$ cat src/rtl/uart_pkg.sv
// Shared types and legal parameter ranges for the UART receiver.
package uart_pkg;

    typedef enum logic [2:0] {
        ST_IDLE,
        ST_START,
        ST_DATA,
        ST_PARITY,
        ST_STOP
    } state_t;

    typedef enum logic [1:0] {
        PAR_NONE,
        PAR_EVEN,
        PAR_ODD
    } parity_t;

    localparam int unsigned N_BITS_MIN    = 5;
    localparam int unsigned N_BITS_MAX    = 9;
    localparam int unsigned N_SAMPLES_MIN = 8;
    localparam int unsigned N_SAMPLES_MAX = 32;
    localparam int unsigned N_STOP_MIN    = 1;
    localparam int unsigned N_STOP_MAX    = 2;
    localparam int unsigned DIV_MIN       = 2;

endpackage

$ cat src/rtl/uart_baud_tick.sv
// Oversample tick generator: one-clk tick every DIV clocks, realignable by restart.
module uart_baud_tick #(
    parameter int unsigned DIV = 25
) (
    input  logic clk,
    input  logic rst_n,
    input  logic restart,
    output logic tick
);
    localparam int unsigned CW = (DIV > 1) ? $clog2(DIV) : 1;

    logic [CW-1:0] cnt;

    always_ff @(posedge clk or negedge rst_n) begin
        if (!rst_n) begin
            cnt  <= '0;
            tick <= 1'b0;
        end else if (restart) begin
            cnt  <= '0;
            tick <= 1'b0;
        end else if (cnt == CW'(DIV - 1)) begin
            cnt  <= '0;
            tick <= 1'b1;
        end else begin
            cnt  <= cnt + CW'(1);
            tick <= 1'b0;
        end
    end

endmodule

$ cat src/rtl/uart_rx.sv
// Oversampling UART receiver with majority-vote sampling, optional parity,
// framing/break detection and a single-entry valid/ready output holding register.
module uart_rx
    import uart_pkg::*;
#(
    parameter int unsigned CLOCK_RATE = 100000000,
    parameter int unsigned BAUD_RATE  = 250000,
    parameter int unsigned N_BITS     = 8,
    parameter int unsigned N_SAMPLES  = 16,
    parameter parity_t     PARITY     = PAR_NONE,
    parameter int unsigned N_STOP     = 1
) (
    input  logic              clk,
    input  logic              rst_n,
    input  logic              rx,
    output logic [N_BITS-1:0] data,
    output logic              valid,
    input  logic              ready,
    output logic              parity_err,
    output logic              framing_err,
    output logic              break_det,
    output logic              overrun
);
    localparam int unsigned DIV = CLOCK_RATE / (BAUD_RATE * N_SAMPLES);
    localparam int unsigned TW  = $clog2(N_SAMPLES);
    localparam int unsigned BW  = $clog2(N_BITS);

    localparam logic [TW-1:0] T_S0   = TW'(N_SAMPLES / 2 - 1);
    localparam logic [TW-1:0] T_S1   = TW'(N_SAMPLES / 2);
    localparam logic [TW-1:0] T_VOTE = TW'(N_SAMPLES / 2 + 1);
    localparam logic [TW-1:0] T_LAST = TW'(N_SAMPLES - 1);

    if (DIV < DIV_MIN) begin : g_div_chk
        $error("uart_rx: clock too slow for BAUD_RATE*N_SAMPLES");
    end
    if (N_BITS < N_BITS_MIN || N_BITS > N_BITS_MAX) begin : g_bits_chk
        $error("uart_rx: N_BITS out of range");
    end
    if (N_SAMPLES < N_SAMPLES_MIN || N_SAMPLES > N_SAMPLES_MAX || (N_SAMPLES % 2) != 0) begin : g_smp_chk
        $error("uart_rx: N_SAMPLES out of range or odd");
    end
    if (N_STOP < N_STOP_MIN || N_STOP > N_STOP_MAX) begin : g_stop_chk
        $error("uart_rx: N_STOP out of range");
    end

    logic              rx_meta, rx_s, rx_q;
    state_t            state_q, state_d;
    logic              tick;
    logic [TW-1:0]     tick_cnt;
    logic [BW-1:0]     bit_cnt;
    logic              stop_cnt;
    logic [1:0]        smp;
    logic [N_BITS-1:0] shreg;
    logic              par_bit;
    logic              ferr_acc;

    logic vote_c, vote_tick_c, end_tick_c;
    logic restart_c, shift_c, par_cap_c, stop_chk_c, done_c, bit_inc_c, stop_inc_c;
    logic par_err_c, frm_err_c;

    uart_baud_tick #(.DIV(DIV)) u_tick (
        .clk     (clk),
        .rst_n   (rst_n),
        .restart (restart_c),
        .tick    (tick)
    );

    // Two-flop synchroniser plus one delay stage for falling-edge detection.
    always_ff @(posedge clk or negedge rst_n) begin
        if (!rst_n) begin
            rx_meta <= 1'b1;
            rx_s    <= 1'b1;
            rx_q    <= 1'b1;
        end else begin
            rx_meta <= rx;
            rx_s    <= rx_meta;
            rx_q    <= rx_s;
        end
    end

    assign vote_c      = (smp[0] & smp[1]) | (smp[0] & rx_s) | (smp[1] & rx_s);
    assign vote_tick_c = tick && (tick_cnt == T_VOTE);
    assign end_tick_c  = tick && (tick_cnt == T_LAST);

    always_ff @(posedge clk or negedge rst_n) begin
        if (!rst_n) state_q <= ST_IDLE;
        else        state_q <= state_d;
    end

    always_comb begin
        state_d    = state_q;
        restart_c  = 1'b0;
        shift_c    = 1'b0;
        par_cap_c  = 1'b0;
        stop_chk_c = 1'b0;
        done_c     = 1'b0;
        bit_inc_c  = 1'b0;
        stop_inc_c = 1'b0;
        case (state_q)
            ST_IDLE: begin
                if (rx_q && !rx_s) begin
                    restart_c = 1'b1;
                    state_d   = ST_START;
                end
            end
            ST_START: begin
                if (vote_tick_c && vote_c) state_d = ST_IDLE;
                else if (end_tick_c)       state_d = ST_DATA;
            end
            ST_DATA: begin
                shift_c = vote_tick_c;
                if (end_tick_c) begin
                    if (bit_cnt == BW'(N_BITS - 1))
                        state_d = (PARITY == PAR_NONE) ? ST_STOP : ST_PARITY;
                    else
                        bit_inc_c = 1'b1;
                end
            end
            ST_PARITY: begin
                par_cap_c = vote_tick_c;
                if (end_tick_c) state_d = ST_STOP;
            end
            ST_STOP: begin
                // Complete at the last stop bit's vote so the next start edge is seen early.
                if (vote_tick_c) begin
                    stop_chk_c = 1'b1;
                    if (stop_cnt == 1'(N_STOP - 1)) begin
                        done_c  = 1'b1;
                        state_d = ST_IDLE;
                    end
                end else if (end_tick_c) begin
                    stop_inc_c = 1'b1;
                end
            end
            default: state_d = ST_IDLE;
        endcase
    end

    always_ff @(posedge clk or negedge rst_n) begin
        if (!rst_n) begin
            tick_cnt <= '0;
            smp      <= 2'b11;
            bit_cnt  <= '0;
            stop_cnt <= 1'b0;
            ferr_acc <= 1'b0;
            shreg    <= '0;
            par_bit  <= 1'b0;
        end else begin
            if (restart_c)                       tick_cnt <= '0;
            else if (tick && tick_cnt == T_LAST) tick_cnt <= '0;
            else if (tick)                       tick_cnt <= tick_cnt + TW'(1);

            if (tick && tick_cnt == T_S0) smp[0] <= rx_s;
            if (tick && tick_cnt == T_S1) smp[1] <= rx_s;

            if (restart_c) begin
                bit_cnt  <= '0;
                stop_cnt <= 1'b0;
                ferr_acc <= 1'b0;
            end else begin
                if (bit_inc_c)              bit_cnt  <= bit_cnt + BW'(1);
                if (stop_inc_c)             stop_cnt <= 1'b1;
                if (stop_chk_c && !vote_c)  ferr_acc <= 1'b1;
            end

            if (shift_c)   shreg   <= {vote_c, shreg[N_BITS-1:1]};
            if (par_cap_c) par_bit <= vote_c;
        end
    end

    always_comb begin
        par_err_c = 1'b0;
        if (PARITY == PAR_EVEN)     par_err_c = ^shreg ^ par_bit;
        else if (PARITY == PAR_ODD) par_err_c = ~(^shreg ^ par_bit);
        frm_err_c = ferr_acc | ~vote_c;
    end

    // Output holding register: load when empty or draining, otherwise drop and flag overrun.
    always_ff @(posedge clk or negedge rst_n) begin
        if (!rst_n) begin
            data        <= '0;
            valid       <= 1'b0;
            parity_err  <= 1'b0;
            framing_err <= 1'b0;
            break_det   <= 1'b0;
            overrun     <= 1'b0;
        end else begin
            overrun <= 1'b0;
            if (done_c) begin
                if (!valid || ready) begin
                    valid       <= 1'b1;
                    data        <= shreg;
                    parity_err  <= par_err_c;
                    framing_err <= frm_err_c;
                    break_det   <= frm_err_c && (shreg == '0);
                end else begin
                    overrun <= 1'b1;
                end
            end else if (valid && ready) begin
                valid <= 1'b0;
            end
        end
    end

endmodule
$ cat config.mk
export PLATFORM = sky130hd
export DESIGN_NAME = uart_rx
export DESIGN_NICKNAME = d
export VERILOG_FILES = /design/src/rtl/uart_pkg.sv /design/src/rtl/uart_baud_tick.sv /design/src/rtl/uart_rx.sv
export SDC_FILE = /design/constraint.sdc
export NUM_CORES = 1
export LEC_CHECK = 0
export CAP_MARGIN = 10
export CORE_ASPECT_RATIO = 0.9
export CORE_UTILIZATION = 53
export DETAILED_ROUTE_END_ITERATION = 7
export GPL_ROUTABILITY_DRIVEN = 0
export PLACE_DENSITY = 0.79
export SYNTH_ARGS = -nofsm -noshare
export SYNTH_HDL_FRONTEND = slang
export SYNTH_SLANG_ARGS = --single-unit
$ cat constraint.sdc
create_clock -name clk -period 2.2 [get_ports clk]
set_clock_uncertainty 0.05 [all_clocks]
set_input_delay 0.44 -clock clk [delete_from_list [all_inputs] [get_ports clk]]
set_output_delay 0.44 -clock clk [all_outputs]
set_load 0.01 [all_outputs]
# Word level (Yosys, flattened, before mapping)
# Index checks and enable logic that the tools add are counted.
op_classes:
  add_sub_neg: 3
  n_eq_ne: 18
  mux: 41
  bitwise: 7
  n_reduce_logical: 23
ops:
  columns: ["op", "count"]
  rows:
  - ["two-way mux 3 bit", 10]
  - ["two-way mux 1 bit", 25]
  - ["case mux 3 bit (5 select lines)", 1]
  - ["equality test 4 bit, second input constant", 3]
  - ["two-way mux 4 bit", 3]
  - ["inequality test 2 bit, second input constant", 6]
  - ["two-way mux 5 bit", 2]
  - ["logical AND 1 bit", 9]
  - ["logical NOT 8 bit", 1]
  - ["nonzero test 2 bit", 4]
  - ["AND reduction 7 bit", 1]
  - ["equality test 3 x 2 -> 1 bit, second input constant", 2]
  - ["equality test 3 bit, second input constant", 2]
  - ["adder 5 x 1 -> 5 bit, second input constant", 1]
  - ["equality test 5 bit, second input constant", 1]
  - ["adder 4 x 1 -> 4 bit, second input constant", 1]
  - ["equality test 4 x 3 -> 1 bit, second input constant", 1]
  - ["AND reduction 2 bit", 2]
  - ["adder 3 x 1 -> 3 bit, second input constant", 1]
  - ["bitwise AND 1 bit", 3]
  - ["equality test 3 x 1 -> 1 bit, second input constant", 1]
  - ["logical NOT 1 bit", 3]
  - ["logical NOT 3 bit", 1]
  - ["inequality test 3 bit, second input constant", 1]
  - ["other kinds (5)", 7]
totals:
  ff_bits: 43
  inputBits: 4
  output_inout_bits: 13
  wordCells: 110

# Logic depth before layout (Yosys ltp)
depth:
  depth_word: 7
  depth_mapped: 7
  depth_no_buf: 6

# Hierarchy
# A second synthesis with hierarchy kept.
unflattened:
  cells_unflattened: 161
  hier_area_um2: 2038.2
modules_own_cells:
  columns: ["mod", "instances", "cells_each", "area_per_inst_um2", "seq_area_each_um2"]
  rows:
  - ["uart_rx", 1, 137, 1731.7, 932.1]
  - ["uart_baud_tick", 1, 24, 306.5, 150.1]

# Worst setup path before layout
# No wires, ideal clock.
synth_timing:
  path_type: "flip-flop to flip-flop"
  start: "register state_q[1]"
  end: "register break_det"
  t_arrival_ns: 1.774
  path_slack_ns: 0.252
  stages_incl_launch_ff: 6
  n_path_buf: 1
  period_less_slack_ns: 1.948
  cell_sequence: "dfrtp_1 > or3b_4 > or3_4 > nor2b_2 > buf_6 > mux2_2"
synth_via:
  elab_chain_len: 3
synth_rtl:
  columns: ["element", "line", "rtl"]
  rows:
  - ["start, declared", "uart_rx.sv:47", "state_t state_q, state_d;"]
  - ["start signal, assigned", "uart_rx.sv:87", "else state_q <= state_d;"]
  - ["equality test 3 bit", "uart_rx.sv:99", "case (state_q)"]
  - ["two-way mux 1 bit", "uart_rx.sv:99", null]
  - ["AND reduction 2 bit (no source line)", null, null]
  - ["end signal, assigned", "uart_rx.sv:195", "break_det <= frm_err_c && (shreg == '0);"]
  - ["end, declared", "uart_rx.sv:21", "output logic break_det,"]
# Every way passes these cells.
# A chain may end at the register's enable or synchronous reset.

# Final worst setup path
layout_timing:
  start: "register state_q[1]"
  end: "register data[6]"
layout_via:
  elab_chain_len: 3
layout_rtl:
  columns: ["element", "line", "rtl"]
  rows:
  - ["equality test 3 bit", "uart_rx.sv:99", null]
  - ["two-way mux 1 bit", "uart_rx.sv:99", null]
  - ["AND reduction 2 bit (no source line)", null, null]
  - ["end signal, assigned", "uart_rx.sv:192", "data <= shreg;"]
  - ["end, declared", "uart_rx.sv:16", "output logic [N_BITS-1:0] data,"]
# Every way passes these cells.

==> reports/metrics.yaml <==
area_growth_syn_to_layout_pct: 17.3
leakage_nw: 1.03
crit_family: "simple AND/OR/NAND/NOR gates"
dr.first_iter.drc_count: 53
h-tree-depth: 2
initial_core_util_pct: 58.0
n_antenna_cell: 0
wl_per_cell_um: 15.1
core_area_um2: 3190
cp-end-kind: "flop"
numCtsBuffers: 5
cts-root-buf: "clkbuf_8"
mappedNetlistArea_um2: 1850
fmax_mhz: 478
grt_antenna_before_repair: 0
overflow: 0
clkSinkCount: 43
rows: 19
grt_pass1_vias: 1182
synth_top_area_share_pct: 51.5
place_hpwl_um: 2250
worst_setup_path_start_kind: "flop"
drv_slew: 0
fill_cells: 245
die_h_um: 58.0
crit_chain: "or3b_4, or3_4, nor2b_2, buf_12, mux2_2"
worstHoldPathType: "in -> async"
r2r_slack_ns: 0.11
drc: 0
max_stage_delay_ns: 0.44
synth.avg_cell_area_um2: 12.7
layout.nets: 179
cap_violations: 0
routed_wl_um: 3200
synth.most_common_cell: "dfrtp_1"
ys_seq_area_share_pct: 58.6
path_max_fanout: 10
tightest_slew_ns: 0.531
vias_per_cell: 5.39
hold_slack_ns: 0.155
path_buf_inv: 1
synth_common_cells: "dfrtp_1, mux2_2, nor2_1, ha_1, nand2_1"
synth_edf_count: 0
synth_cell_types: 36
ioPinCount: 17
synth_seq_cells: 43
postLayoutCoreUtil_pct: 68.1
cts_tree: "done"
syn_nets: 157
grt_max_degree: 44
power_density_nw_per_um2: 762
worst_path_max_delay_cell: "dfrtp_1"
maxSlewHeadroom_pct: 64.6
async_flop_share_pct: 100
route.antenna.remaining_nets: 0
synth-warning-count: 0
setup_ws_ns: 0.108
io_buffers: 15
drive_gt1_share_pct: 26.0
first_pass_iters: 4
grt_pass1_wl_um: 5450
fin_setup_tns_ns: 0
final-hold-violation-count: 0
cts.path.max_buffers: 2
status: "finished clean"
clkTransAtPathRegs_ns: 0.08
ctsHoldBuffers: 0
synth_area_leaders: "dfrtp_1, mux2_2, dfstp_2, ha_1, nor2_1"
cp.arrival_ns: 2.21
post-place-ws_ns: 0.128
dr_total_vias: 1138
rsz0062_at_grt: "no"
die_x_um: 64.2
clk_latency_ns: 0.29
finalCritPeriodShare_pct: 95.1
yosysTopAreaCell: "dfrtp_1"
crit_type: "reg -> reg"
synthFlopType: "dfrtp_1"
post_cts_buffers: 0
grt_usage_pct: 20.2
cts_resized: 0
die-area_um2: 3730
critPathRequiredTime_ns: 2.32
setup_viol: 0
period_needed_ns: 2.09
ir_worst_vdd_v: 0.000574
syn_inst: 146
## sequential cells by signal, indices dropped and copies added (netlist names), 2 cells and up
name        cells
smp             2
u_tick.cnt      5
data            8
shreg           8
tick_cnt        4
state_q         3
bit_cnt         3
## final timing paths
check	start	end	cells past startpoint
max in group asynchronous	rst_n	rx_meta	2
worst min-delay path	rst_n	bit_cnt[0]	2
worst max-delay path	state_q[1]	data[6]	5
worst max register to register	state_q[1]	data[6]	5
worst min register to register	rx_meta	rx_s	0
min in group clk	rx_meta	rx_s	0
## per-layer routing
layer  track usage (%)  routed length [um]  up-vias
li1                  -                   -      546
met1              28.0                1590      573
met2              30.2                1500       17
met3              7.09                  89        2
met4              6.35                  18        0
met5                 0                   0        -
## power breakdown
| group | switching, W | leakage (nW) | internal [W] |
|---|---|---|---|
| clock | 0.000258 | 0.0505 | 0.000285 |
| combinational | 0.0000936 | 0.409 | 0.0000898 |
| sequential | 0.0000685 | 0.569 | 0.000858 |
| total | 0.000420 | 1.03 | 0.00123 |
## cells by family (layout without fill, tap and decap cells)
kind of cell / after synthesis / in the layout / synth area share, %
DFF: 43 / 43 / 58.6
muxes: 23 / 23 / 13.9
and+or+nand+nor: 48 / 48 / 14.2
other: 1 / 1 / 0.203
AOI/OAI and AO/OA: 10 / 10 / 3.45
buffers and inverters: 9 / 32 / 2.50
xor gates and xnor gates: 4 / 4 / 1.90
adders and majority gates: 8 / 8 / 5.28
## stage by stage
stage          std cells  power (W)  area, um^2
2_1_floorplan        146    0.00107        1850
3_3_place_gp         203    0.00111        2060
3_5_place_dp         203    0.00113        2060
4_1_cts              211    0.00167        2170
5_1_grt              211    0.00175        2170
6_report             211    0.00165        2170
## area by class of cell
type                       instances  area [um^2]  area share, %
clock buffer                       7         96.3           4.44
clock inverter                     1         7.51          0.346
inverter                           4         15.0          0.692
multi-input combinational         94          719           33.2
sequential                        43         1080           49.9
tap                               42         52.6           2.42
timing repair buffer              20          195           9.00
## cells in the final DEF, fill, tap and decap left out, types with 3 or more instances in the layout
| cell | instances |
|---|---|
| a21oi_1 | 3 |
| nor2_1 | 16 |
| buf_4 | 4 |
| ha_1 | 7 |
| nand2b_1 | 3 |
| clkbuf_8 | 7 |
| mux2_2 | 22 |
| clkdlybuf4s50_1 | 14 |
| nand2_1 | 7 |
| dfstp_2 | 5 |
| inv_1 | 4 |
| nand4b_1 | 3 |
| nand3_1 | 3 |
| nor4_1 | 4 |
| dfrtp_1 | 38 |
| xor2_1 | 3 |
(Power assumes the default switching activity.)
